$ cat src/rtl/l2_request_arbiter.sv
`default_nettype none
// ============================================================================
// Module   : l2_request_arbiter
// Brief    : Round-robin arbiter feeding one registered request slot into the
//            L2 reservation/atomic stage; returns per-port SC results.
// Revision : 1.0 - initial release
// ============================================================================
module l2_request_arbiter #(
  parameter int L2_NUM_PORTS = 4
) (
  input  logic                                 clk,
  input  logic                                 rst,
  input  logic [L2_NUM_PORTS-1:0]              req_valid,
  input  logic [L2_NUM_PORTS-1:0][29:0]        req_addr,
  input  logic [L2_NUM_PORTS-1:0]              req_lr,
  input  logic [L2_NUM_PORTS-1:0]              req_sc,
  input  logic [L2_NUM_PORTS-1:0]              req_store,
  output logic [L2_NUM_PORTS-1:0]              req_ready,
  output logic [29:0]                          out_addr,
  output logic [$clog2(L2_NUM_PORTS)-1:0]      out_id,
  output logic                                 out_lr,
  output logic                                 out_sc,
  output logic                                 out_store,
  output logic                                 out_valid,
  input  logic                                 out_ready,
  output logic                                 strobe,
  input  logic                                 abort_request,
  output logic [L2_NUM_PORTS-1:0]              sc_result_valid,
  output logic                                 sc_success
);

  localparam int c_id_w  = $clog2(L2_NUM_PORTS);
  // One extra bit so ptr + offset never overflows before the modulo fold.
  localparam int c_sum_w = c_id_w + 1;

  logic [c_id_w-1:0]       r_ptr;
  logic                    r_valid;
  logic [29:0]             r_addr;
  logic [c_id_w-1:0]       r_id;
  logic                    r_lr;
  logic                    r_sc;
  logic                    r_store;
  logic [L2_NUM_PORTS-1:0] r_scv;
  logic                    r_scs;

  logic                    w_found;
  logic [c_id_w-1:0]       w_sel;
  logic [c_sum_w-1:0]      w_sum;
  logic                    w_free;
  logic                    w_grant;
  logic [c_id_w-1:0]       w_next_ptr;

  // The slot can take a new request when empty or being drained this cycle.
  assign w_free  = ~r_valid | out_ready;
  // Gating with rst keeps req_ready low for the whole reset window.
  assign w_grant = w_found & w_free & rst;
  assign strobe  = r_valid & out_ready;

  assign w_next_ptr = (w_sel == c_id_w'(L2_NUM_PORTS - 1)) ? '0 : w_sel + c_id_w'(1);

  // Search from the rr pointer upward, wrapping, for the first valid port.
  always_comb begin
    w_found = 1'b0;
    w_sel   = '0;
    w_sum   = '0;
    for (int i = 0; i < L2_NUM_PORTS; i++) begin
      w_sum = {1'b0, r_ptr} + c_sum_w'(i);
      if (w_sum >= c_sum_w'(L2_NUM_PORTS)) begin
        w_sum = w_sum - c_sum_w'(L2_NUM_PORTS);
      end
      if (!w_found && req_valid[w_sum[c_id_w-1:0]]) begin
        w_found = 1'b1;
        w_sel   = w_sum[c_id_w-1:0];
      end
    end
  end

  // One-hot ready at the selected port, only when the grant actually happens.
  always_comb begin
    req_ready = '0;
    if (w_grant) begin
      req_ready[w_sel] = 1'b1;
    end
  end

  // Output slot and rr pointer: load on grant, empty on drain without reload.
  always_ff @(posedge clk or negedge rst) begin
    if (!rst) begin
      r_valid <= 1'b0;
      r_ptr   <= '0;
      r_addr  <= '0;
      r_id    <= '0;
      r_lr    <= 1'b0;
      r_sc    <= 1'b0;
      r_store <= 1'b0;
    end else if (w_grant) begin
      r_valid <= 1'b1;
      r_addr  <= req_addr[w_sel];
      r_id    <= w_sel;
      r_lr    <= req_lr[w_sel];
      r_sc    <= req_sc[w_sel];
      r_store <= req_store[w_sel];
      r_ptr   <= w_next_ptr;
    end else if (strobe) begin
      r_valid <= 1'b0;
    end
  end

  // SC completion pulse to the owning port; success level holds between SCs.
  always_ff @(posedge clk or negedge rst) begin
    if (!rst) begin
      r_scv <= '0;
      r_scs <= 1'b0;
    end else begin
      r_scv <= '0;
      if (strobe && r_sc) begin
        r_scv[r_id] <= 1'b1;
        r_scs       <= ~abort_request;
      end
    end
  end

  assign out_valid       = r_valid;
  assign out_addr        = r_addr;
  assign out_id          = r_id;
  assign out_lr          = r_lr;
  assign out_sc          = r_sc;
  assign out_store       = r_store;
  assign sc_result_valid = r_scv;
  assign sc_success      = r_scs;

endmodule
`default_nettype wire

$ cat config.mk
export PLATFORM = sky130hd
export DESIGN_NAME = l2_request_arbiter
export DESIGN_NICKNAME = d
export VERILOG_FILES = /design/src/rtl/l2_request_arbiter.sv
export SDC_FILE = /design/constraint.sdc
export NUM_CORES = 1
export LEC_CHECK = 0
export CORE_MARGIN = 2
export CORE_UTILIZATION = 30
export CTS_CLUSTER_DIAMETER = 40
export DETAILED_ROUTE_END_ITERATION = 8
export GPL_TIMING_DRIVEN = 0
export PLACE_DENSITY = 0.73
export SLEW_MARGIN = 20
export SYNTH_ARGS = -nofsm -noshare
export SYNTH_HDL_FRONTEND = slang
export SYNTH_SLANG_ARGS = --single-unit
$ cat constraint.sdc
create_clock -name clk -period 1.6 [get_ports clk]
set_input_delay 0.24 -clock clk [delete_from_list [all_inputs] [get_ports clk]]
set_output_delay 0.24 -clock clk [all_outputs]
set_load 0.005 [all_outputs]
# ---- After elaboration in Yosys (flattened, before gate mapping)
# Index checks and enable logic that the tools add are counted.
dict set report word_totals {
  regBits 43
}
dict set report op_classes {
  n_reduce_logical 10
  n_addsub 8
  n_eq_ne 1
  n_mux 37
  bitwise_logic 6
  magnitude_cmp 12
}
# operator n
set op_table {}
lappend op_table {{$bmux W30 S2} 1}
lappend op_table {{$mux W30} 1}
lappend op_table {{$lt A2 B3 Y1 const B} 6}
lappend op_table {{$mux W2} 9}
lappend op_table {{$mux W1} 15}
lappend op_table {{$bmux W1 S2} 7}
lappend op_table {{$ge A3 B3 Y1 const B} 3}
lappend op_table {{$mux W4} 2}
lappend op_table {{$sub A2 B1 Y2 const B} 4}
lappend op_table {{$add A2 B2 Y3 const B} 2}
lappend op_table {{$logic_and A1 B1 Y1} 6}
lappend op_table {{$demux W1 S2} 2}
lappend op_table {{$ge A2 B1 Y1 const B} 2}
lappend op_table {{$add A2 B1 Y3 const B} 1}
lappend op_table {{$and A1 B1 Y1} 3}
lappend op_table {{$ge A2 B3 Y1 const B} 1}
lappend op_table {{$logic_not A1 Y1} 3}
lappend op_table {{$add A2 B1 Y2 const B} 1}
lappend op_table {{$eq A2 B2 Y1 const B} 1}
lappend op_table {{$not A1 Y1} 2}
lappend op_table {{$reduce_bool A2 Y1} 1}
lappend op_table {{$or A1 B1 Y1} 1}

# ---- Depth between registers and ports, before layout
# Gate-level depths: netlist (run 1).
dict set report logic_depth {
  depth_word 19
  mapped_depth 8
}

# ---- Least setup slack after synthesis (run 1)
# No wires, ideal clock.
dict set report synth_path {
  path_type {flip-flop to output port}
  start {register r_ptr[1]}
  end {output port req_ready[3]}
  path_slack_ns -0.103
  stages_incl_launch_ff 7
  t_arrival_ns 1.463
  n_path_buf 2
  path_cell_list {dfrtp_1 -> or4_4 -> buf_6 -> nand2_4 -> nand2_4 -> buf_6 -> nor2_1}
}
dict set report synth_via {
  elab_chain_len 19
  word_cells_on_any_way 45
  cone_classes {add/sub: 7; order compare: 6; mux: 23; bitwise: 2; reduce/logical: 7}
}
# item line
set synth_rtl {}
lappend synth_rtl {{start: declaration} 36} ;# logic [c_id_w-1:0] r_ptr;
lappend synth_rtl {{start signal: assignment} 103} ;# r_ptr <= w_next_ptr;
lappend synth_rtl {{parallel branches: the longest is 18 deep, another holds $add A2 B1 Y3} n/a}
lappend synth_rtl {{$mux W4 (*)} 81} ;# if (w_grant) begin
lappend synth_rtl {{end: declaration} 18} ;# output logic [L2_NUM_PORTS-1:0] req_ready,
# Mark *: on every way between the ends. The select of a mux whose other input is x is not followed.

# ---- Worst setup path in the final report (run 1)
dict set report layout_path {
  start {register r_ptr[0]}
  end {output port req_ready[3]}
}
# Same word-level chain as after synthesis.

==> results.txt, run 1 <==
Outcome - finished with violations
Failing checks - negative setup slack
Final setup viols - 41
Non-Filler Instances - 637
Final Critical Period - 2029 ps
Area leader, netlist - dfrtp_1
Largest net degree at the start of global routing - 28
R2r startpoint - r_ptr[0]
GRT Util Overall - 0.2268
Nets@finish - 668
Power Dens Cells - 1044 nW/um^2
CTS tree - yes
Mapped Cells - 295
Critical Path Start Type - register
Grt ovf - 0
Clock Pin Slew Worst Setup and Hold Paths - 80 ps
Crit end category - output port
Drt drc - 0
# diodes - 0
Final worst path period share - 1.268
Sequential area share after synthesis - 0.3925
Static leakage - 0.002423 uW
Filler Cell Count - 682
Net Sw Frac - 0.3485
Num rows - 34
Final ANT Viol Nets - 0
Die Width - 99.59 um
Synth-to-Final Area Change - 114.5%
Port Buffers - 185
Clock share of power - 0.127
Critical Path Source - r_ptr[0]
Worst Skew - 3.609 ps
Crit-path max FO - 5
Initial Util - 0.3113
Distinct cell type count after synthesis - 32
Layout cells sized above 1 - 0.3346
Multi-input gate area - 1948 sq um
Class of the worst hold path - input pin to register
# IOs - 186
First-pass GRT wire length - 17670 um
Synth Cell Area - 2741 sq um
Root Buffer - clkbuf_8
TritonCTS buffer count - 5
Clock Sinks - 43
Total of max-cap violations - 0
Core area - 8806 sq um
Wire per inst - 18.81 um
Gate power share - 0.609
Worst Path Arrival - 1790 ps
Yosys Warn Count - 0
Number of global-route vias before repair - 3457
Hpwl dp - 8073 um
Die H - 99.59 um
Via-to-Cell Ratio - 5.251
Vias - 3345
Initial DRC count - 80
Synthesis-stage register bit count - 43
Largest cells by area after synthesis - dfrtp_1 (39%), mux2i_1 (8.0%), a221oi_1 (7.0%)
Final WS setup - -429.4 ps
VDD IR max - 0.4748 mV
Net Switching - 2140 uW
Clk_lat worst skew - 300 ps
Worst Hold Launch - rst
Final Power - 6141 uW
Final slew viol count - 0
RSZ-0062 raised after global routing - true
Mapped Avg Cell Area - 9.293 sq um
Wirelength, routed - 11980 um
CP required - 1360 ps
Synth top area share - 0.3925
H-tree levels - 2
Antenna violations before repair - 0
Synthesized Nets - 435
Final GP Congestion - 0.7702
Max-slew headroom at the worst pin - 0.4813
Internal Power - 4001 uW
Max frequency - 492.8 MHz
First drt pass iteration count - 5
Full die area - 9918 sq um
CP Class - register to output port
Worst-margin pin slew - 775.5 ps
Pre-CTS setup slack - -1214 ps
Fin util - 0.6678
Final Hold Vio Count - 0
Part of the power in registers - 0.264
Storage cell area - 1076 sq um
Cells after DPL - 589
Max Buffers Root-to-Sink - 2
-- power by group through the flow --
stage	Combinational, uW	Sequential (uW)	Clock (uW)
floorplan	1210	1630	0
global placement	2550	1610	0
detailed placement	2590	1630	0
CTS	3220	1610	801
global route	3980	1660	844
finish	3740	1620	780
-- cell families after synthesis --
family | Yosys count | share of synthesized area
AO/OA/AOI/OAI | 111 | 0.2958
multiplexers | 22 | 0.08033
buffers and inverters | 31 | 0.06572
AND/OR/NAND/NOR | 88 | 0.1657
flip-flops | 43 | 0.3925
-- per-stage QoR --
| step | area (sq um) | TNS [ps] | hold slack, ps |
|---|---|---|---|
| floorplan | 2768 | -973.9 | -55.59 |
| global placement | 4755 | -140580 | 469.5 |
| detailed placement | 4770 | -31010 | 208.0 |
| CTS | 5429 | -12150 | 307.7 |
| global route | 5881 | -13320 | 309.5 |
| finish | 5881 | -10870 | 316.6 |
-- cells in the mapped netlist, drive strengths merged --
| master | number |
|---|---|
| mux2i | 22 |
| a2111o | 1 |
| nor3 | 2 |
| a211oi | 4 |
| o221ai | 11 |
| a21boi | 22 |
| a21oi | 24 |
| or4 | 1 |
| inv | 3 |
| and3 | 23 |
| and2 | 1 |
| or2 | 1 |
| o41ai | 1 |
| nand3 | 1 |
| nor3b | 2 |
| nor2 | 26 |
| nor2b | 6 |
| nand2b | 3 |
| and4 | 1 |
| o21ai | 25 |
| buf | 15 |
| dfrtp | 43 |
| o21a | 1 |
| nand2 | 21 |
| a221oi | 22 |
| clkbuf | 13 |
-- worst paths after layout --
kind,depth (start not counted),endpoint,slack (ps)
worst max register to register,8,out_addr[12],-360
min in group asynchronous,3,out_addr[14],520
max in group asynchronous,2,out_id[0],510
worst min-delay path,4,out_valid,320
worst min register to register,2,out_addr[17],500
worst max-delay path,7,req_ready[3],-430
-- worst max-delay path, stage by stage, from the launching register on --
cell and delay, ps:
dfrtp_1 460, nor2b_1 80, or4_4 490, nand2_4 110, nand2_4 60, buf_12 120
nor2_4 50, buf_2 110
-- registers in the layout (all words and copies together), names as in the netlist --
signal,count
out_store,1
sc_success,1
r_ptr,2
sc_result_valid,4
out_id,2
out_lr,1
out_addr,30
out_sc,1
out_valid,1
-- layout make-up --
| class | instances | area share |
|---|---|---|
| repair buffers | 229 | 0.3964 |
| multi-input cells | 221 | 0.3313 |
| flip-flops and latches | 43 | 0.1830 |
| plain buffers | 25 | 0.04745 |
| well taps | 108 | 0.02298 |
| clock buffers | 8 | 0.01702 |
| inverters | 3 | 0.001915 |
-- per-layer routing --
metal | global-route usage | routed length [um] | part of all wire
met5 | 0 | 0 | 0
met2 | 0.4231 | 6372 | 0.53
met3 | 0.05130 | 704 | 0.059
met4 | 0.04004 | 103 | 0.0086
met1 | 0.2678 | 4804 | 0.40
-- what timing repair did --
action                                  CTS  global route
setup buffers                            24            15
pin swaps                                43            45
cloned                                    3             2
hold endpoints to repair                 16             0
gates resized for setup                  96           111
hold buffers                              2             0
endpoints found under the setup margin   42            42
-- placed cells by master (no fill, tap or decap), types with 5 or more instances in the layout --
| master | synthesis | final |
|---|---|---|
| buf_2 | 6 | 5 |
| o21ai_2 | 0 | 18 |
| nor2_1 | 26 | 24 |
| a21boi_2 | 0 | 16 |
| a21oi_2 | 0 | 5 |
| o221ai_2 | 7 | 10 |
| buf_6 | 6 | 21 |
| and3_1 | 23 | 8 |
| buf_4 | 3 | 22 |
| and3_4 | 0 | 15 |
| o21ai_1 | 22 | 6 |
| mux2i_1 | 22 | 17 |
| clkbuf_8 | 0 | 7 |
| buf_12 | 0 | 8 |
| nand2_1 | 19 | 17 |
| a221oi_1 | 22 | 17 |
| a21oi_1 | 24 | 18 |
| dfrtp_1 | 43 | 43 |
| clkdlybuf4s50_1 | 0 | 174 |
| clkbuf_2 | 0 | 5 |
| buf_8 | 0 | 7 |
Note: power is estimated with default switching activity, not from simulation.
==> run 2, diff against run 1 <==
PLACE_DENSITY = 0.71   (was 0.73)
clock period = 2.4 ns   (was 1.6 ns; I/O delays follow)
==> results.txt, run 2 (synthesis results as in run 1) <==
Grt ovf - 0 (unchanged)
Critical Path Start Type - input pin (was register)
Initial DRC count - 119 (was 80)
Via-to-Cell Ratio - 5.166 (was 5.251)
Initial Util - 0.3113 (unchanged)
Max frequency - 425.5 MHz
Synth-to-Final Area Change - 81.33% (was 114.5%)
Port Buffers - 185 (unchanged)
Final WS setup - 49.58 ps (was -429.4 ps)
Clk_lat worst skew - 300 ps (about the same)
Crit end category - output port (unchanged)
CP required - 2040 ps (was 1360 ps)
Worst Skew - 4.988 ps (was 3.609 ps)
Vias - 3110 (was 3345)
VDD IR max - 0.3102 mV (was 0.4748 mV)
Outcome - finished clean (was finished with violations)
Cells after DPL - 589 (unchanged)
Die Width - 99.59 um (unchanged)
# diodes - 0 (unchanged)
Layout cells sized above 1 - 0.1073 (was 0.3346)
Commonest cells after routing, fill and taps aside - clkdlybuf4s50_1 (177), dfrtp_1 (42), nor2_1 (26) (was clkdlybuf4s50_1 (174), dfrtp_1 (43), nor2_1 (24))
CTS tree - yes (unchanged)
Static leakage - 0.002068 uW (was 0.002423 uW)
Fin util - 0.5645 (was 0.6678)
GRT Util Overall - 0.2082 (was 0.2268)
TritonCTS buffer count - 5 (unchanged)
Drt drc - 0 (unchanged)
Net Sw Frac - 0.3524 (was 0.3485)
Full die area - 9918 sq um (unchanged)
Part of the power in registers - 0.325 (was 0.264)
CP dominant cell by count - clkdlybuf4s50_1 (was nand2_4)
CP max-delay cell - clkdlybuf4s50_1 (was or4_4)
Final Hold Vio Count - 0 (unchanged)
Gate power share - 0.534 (was 0.609)
CP Class - input pin to output port (was register to output port)
First drt pass iteration count - 5 (unchanged)
Final worst path period share - 0.9793
Hpwl dp - 8158 um (was 8073 um)
CP top delay family - buffers and inverters (was simple AND/OR/NAND/NOR gates)
Clock Pin Slew Worst Setup and Hold Paths - 90 ps (was 80 ps)
Pre-CTS setup slack - -623.2 ps (was -1214 ps)
Final setup viols - 0 (was 41)
Internal Power - 2141 uW (was 4001 uW)
Worst path bufs/invs - 3 (was 2)
CP cell instances - clkdlybuf4s50_1, nand2b_2, nand2b_4, buf_12, nor3_2, clkdlybuf4s50_1 (was nor2b_1, or4_4, nand2_4, nand2_4, buf_12, nor2_4, buf_2)
Max reg flops - 30 (unchanged)
Core area - 8806 sq um (unchanged)
Reg2reg path depth - 7 (was 8)
Final Hold Slack - 54.28 ps (was 316.6 ps)
Nets@finish - 633 (was 668)
Num rows - 34 (unchanged)
Worst Path Arrival - 1990 ps (was 1790 ps)
Final slew viol count - 0 (unchanged)
Max Buffers Root-to-Sink - 2 (unchanged)
Power Dens Cells - 665.2 nW/um^2 (was 1044 nW/um^2)
Net Switching - 1165 uW (was 2140 uW)
First-pass GRT wire length - 16370 um (was 17670 um)
Die H - 99.59 um (unchanged)
Wire per inst - 17.60 um (was 18.81 um)
Antenna violations before repair - 0 (unchanged)
Wirelength, routed - 10590 um (was 11980 um)
Final ANT Viol Nets - 0 (unchanged)
Clock Sinks - 43 (unchanged)
Root Buffer - clkbuf_8 (unchanged)
Clock share of power - 0.141 (was 0.127)
Largest net degree at the start of global routing - 27 (was 28)
Class of the worst hold path - input pin to asynchronous set/reset pin (was input pin to register)
Fin Setup TNS - 0 ps (was -10870 ps)
Max-slew headroom at the worst pin - 0.4330 (was 0.4813)
Final Critical Period - 2350 ps
Number of global-route vias before repair - 3245 (was 3457)
R2r endpoint - out_addr[24] (was out_addr[12])
Final GP Congestion - 0.7917 (was 0.7702)
Worst path max stage delay - 530 ps (was 490 ps)
# IOs - 186 (unchanged)
Leading cell type in the layout, fill and taps excluded - clkdlybuf4s50_1 (unchanged)
Crit-path max FO - 19 (was 5)
R2R setup slack - 170 ps (was -360 ps)
R2r startpoint - r_ptr[0] (unchanged)
Non-Filler Instances - 602 (was 637)
H-tree levels - 2 (unchanged)
Total of max-cap violations - 0 (unchanged)
Worst-margin pin slew - 847.8 ps (was 775.5 ps)
## run 2: worst max path at each step
stage / start / cells past startpoint / to / slack [ps]
after CTS: req_valid[2] / 6 / req_ready[2] / 1
final: out_ready / 6 / req_ready[2] / 50
after global routing: r_ptr[0] / 7 / req_ready[0] / -1
after detailed placement: req_valid[2] / 7 / req_ready[2] / -620
after global placement: rst / 7 / req_ready[2] / -2280
after floorplan: req_valid[0] / 7 / req_ready[3] / 570
## run 2: layout make-up
cell class                 instances  area [sq um]
buffer                            26         187.7
timing repair buffer             193          1933
clock inverter                     3         15.01
clock buffer                       5         68.82
fill                             826          3835
multi-input combinational        221          1543
tap                              108         135.1
sequential                        43          1077
inverter                           3         11.26
## run 2: worst register-to-register path: stages, from the launching register on
cell,delay (ps)
dfrtp_2,450
buf_4,150
nor2b_1,170
o21ai_0,150
nor2_1,340
clkbuf_1,520
a221oi_1,200
a21oi_1,180
## run 2: per-layer routing
layer / routed length (um) / global-route usage / vias up
met5: 0 / 0 / -
met4: 116 / 0.04953 / 0
met3: 648 / 0.05060 / 13
met2: 5502 / 0.3815 / 103
met1: 4327 / 0.2441 / 1494
li1: - / - / 1500
## run 2: stage by stage
stage | power [uW] | cell area, sq um
floorplan | 1878 | 2741
global placement | 2761 | 4728
finish | 3307 | 4971
global route | 3518 | 4971
CTS | 3324 | 4932
detailed placement | 2793 | 4743
## run 2: power by group through the flow
stage | clock network, uW | logic, uW | registers [uW]
6_report | 466 | 1770 | 1070
5_1_grt | 504 | 1910 | 1100
4_1_cts | 483 | 1770 | 1070
3_5_place_dp | 0 | 1700 | 1090
3_3_place_gp | 0 | 1680 | 1080
2_1_floorplan | 0 | 790 | 1090
## run 2: timing repair
item / 4_1_cts / 5_1_grt
buffers inserted: 4 / 1
hold buffers: 2 / 0
setup endpoints to repair: 4 / 3
endpoints found under the hold margin: 17 / 0
resized for setup: 25 / 12
pin swaps: 2 / 1
gates cloned: 0 / 0
==> run 3, diff against run 2 <==
clock period = 2.3 ns   (was 2.4 ns; I/O delays follow)
==> results.txt, run 3 (synthesis results as in run 1) <==
Root Buffer - clkbuf_8 (unchanged)
Drt drc - 0 (unchanged)
Multi-input gate area - 1543 sq um (unchanged)
Clock Pin Slew Worst Setup and Hold Paths - 90 ps (about the same)
CTS tree - yes (unchanged)
Critical Path Start Type - input pin (unchanged)
Final Hold Vio Count - 0 (unchanged)
Final WS setup - -19.90 ps (was 49.58 ps)
Full die area - 9918 sq um (unchanged)
Max frequency - 431.1 MHz
Final GP Congestion - 0.7917 (unchanged)
Final Critical Period - 2320 ps
Initial DRC count - 104 (was 119)
Worst-margin pin slew - 845.5 ps (was 847.8 ps)
Nets@finish - 639 (was 633)
Max Buffers Root-to-Sink - 2 (unchanged)
Layout cells sized above 1 - 0.1260 (was 0.1073)
Clock Sinks - 43 (unchanged)
Antenna violations before repair - 0 (unchanged)
CP required - 1960 ps (was 2040 ps)
VDD IR max - 0.3240 mV (was 0.3102 mV)
Total of max-cap violations - 0 (unchanged)
First-pass GRT wire length - 16370 um (unchanged)
CP top delay family - buffers and inverters (unchanged)
Static leakage - 0.002091 uW (was 0.002068 uW)
Pre-CTS setup slack - -693.2 ps (was -623.2 ps)
Met3 Routed Length - 651 um (was 648 um)
Final setup viols - 1 (was 0)
CP dominant cell by count - clkdlybuf4s50_1 (unchanged)
Reg2reg path depth - 7 (unchanged)
Crit-path max FO - 19 (unchanged)
Worst path max stage delay - 530 ps (about the same)
Final slew viol count - 0 (unchanged)
Core area - 8806 sq um (unchanged)
Commonest cells after routing, fill and taps aside - clkdlybuf4s50_1 (177), dfrtp_1 (43), nor2_1 (26) (was clkdlybuf4s50_1 (177), dfrtp_1 (42), nor2_1 (26))
Critical path depth - 6 (unchanged)
Max reg flops - 30 (unchanged)
Wire per inst - 17.48 um (was 17.60 um)
Die Width - 99.59 um (unchanged)
Clk_lat worst skew - 300 ps (about the same)
Class of the worst hold path - input pin to asynchronous set/reset pin (unchanged)
Hpwl dp - 8158 um (unchanged)
Met1 wire length - 4358 um (was 4327 um)
GRT Util Overall - 0.2082 (unchanged)
First drt pass iteration count - 5 (unchanged)
Grt ovf - 0 (unchanged)
Num rows - 34 (unchanged)
H-tree levels - 2 (unchanged)
Storage cell area - 1076 sq um (was 1077 sq um)
Max-slew headroom at the worst pin - 0.4345 (was 0.4330)
Outcome - finished with violations (was finished clean)
Port Buffers - 185 (unchanged)
Fin Setup TNS - -19.90 ps (was 0 ps)
Crit end category - output port (unchanged)
Leading cell type in the layout, fill and taps excluded - clkdlybuf4s50_1 (unchanged)
CP Class - input pin to output port (unchanged)
Wirelength, routed - 10630 um (was 10590 um)
CP cell instances - clkdlybuf4s50_1, nand2b_2, nand2b_4, buf_12, nor3_2, clkdlybuf4s50_1 (unchanged)
Vias - 3128 (was 3110)
Die H - 99.59 um (unchanged)
Worst path bufs/invs - 3 (unchanged)
Power Dens Cells - 696.6 nW/um^2 (was 665.2 nW/um^2)
Metal2 WL - 5498 um (was 5502 um)
Failing checks - negative setup slack
Largest net degree at the start of global routing - 27 (unchanged)
Filler Cell Count - 821 (was 826)
# diodes - 0 (unchanged)
Via-to-Cell Ratio - 5.145 (was 5.166)
Number of global-route vias before repair - 3246 (was 3245)
Final ANT Viol Nets - 0 (unchanged)
Synth-to-Final Area Change - 82.57% (was 81.33%)
Initial Util - 0.3113 (unchanged)
# IOs - 186 (unchanged)
TritonCTS buffer count - 5 (unchanged)
Final worst path period share - 1.009
CP max-delay cell - clkdlybuf4s50_1 (unchanged)
Worst Skew - 4.488 ps (was 4.988 ps)
Worst Path Arrival - 1970 ps (was 1990 ps)
RSZ-0062 raised after global routing - true
DR top layer - met4 (unchanged)
==> run 3: area by class of cell <==
type / count / share of cell area
repair buffers: 199 / 0.3922
clock buffers: 5 / 0.01375
well taps: 108 / 0.02700
clock inverters: 3 / 0.003000
plain buffers: 26 / 0.03850
flip-flops and latches: 43 / 0.2150
multi-input cells: 221 / 0.3083
inverters: 3 / 0.002250
==> run 3: per-layer routing <==
metal  up-vias  track usage
met1      1497       0.2441
met5         -            0
li1       1515            -
met2       103       0.3815
met4         0      0.04953
met3        13      0.05060
==> run 3: stage by stage <==
stage                     hold slack, ps  std cells  area (sq um)    util  total power, uW
final                              42.15        608          5005  0.5683             3486
after global routing               49.36        608          5005  0.5683             3714
after CTS                          32.16        601          4933  0.5602             3469
after detailed placement           322.8        589          4743  0.5386             2914
after global placement             468.8        588          4728  0.5369             2881
after floorplan                    49.41        295          2741       -             1959
==> run 3: path summary, 6_finish.rpt <==
check,from,to,slack [ps]
min in group clk,rst,out_valid,370
max in group asynchronous,rst,out_addr[14],1100
max reg2reg,r_ptr[0],out_lr,150
min reg2reg,sc_success,sc_success,490
max,out_ready,req_ready[2],-20
min,rst,out_valid,40
==> run 3: worst register-to-register path: cells and delay by family (launching register included) <==
kind                   cells  cell delay, ps
AO/OA/AOI/OAI              3             530
flip-flops                 1             430
buffers and inverters      2             610
AND/OR/NAND/NOR            2             500
==> run 3: repair_timing <==
| action | CTS | global route |
|---|---|---|
| resized for setup | 26 | 21 |
| hold endpoints to repair | 17 | 0 |
| hold buffers | 2 | 0 |
| setup endpoints to repair | 4 | 9 |
| pin swaps | 2 | 1 |
| setup buffers | 4 | 7 |
==> run 3: power breakdown <==
part	switching, uW	internal (uW)
combinational	802	1080
clock	274	208
sequential	142	976
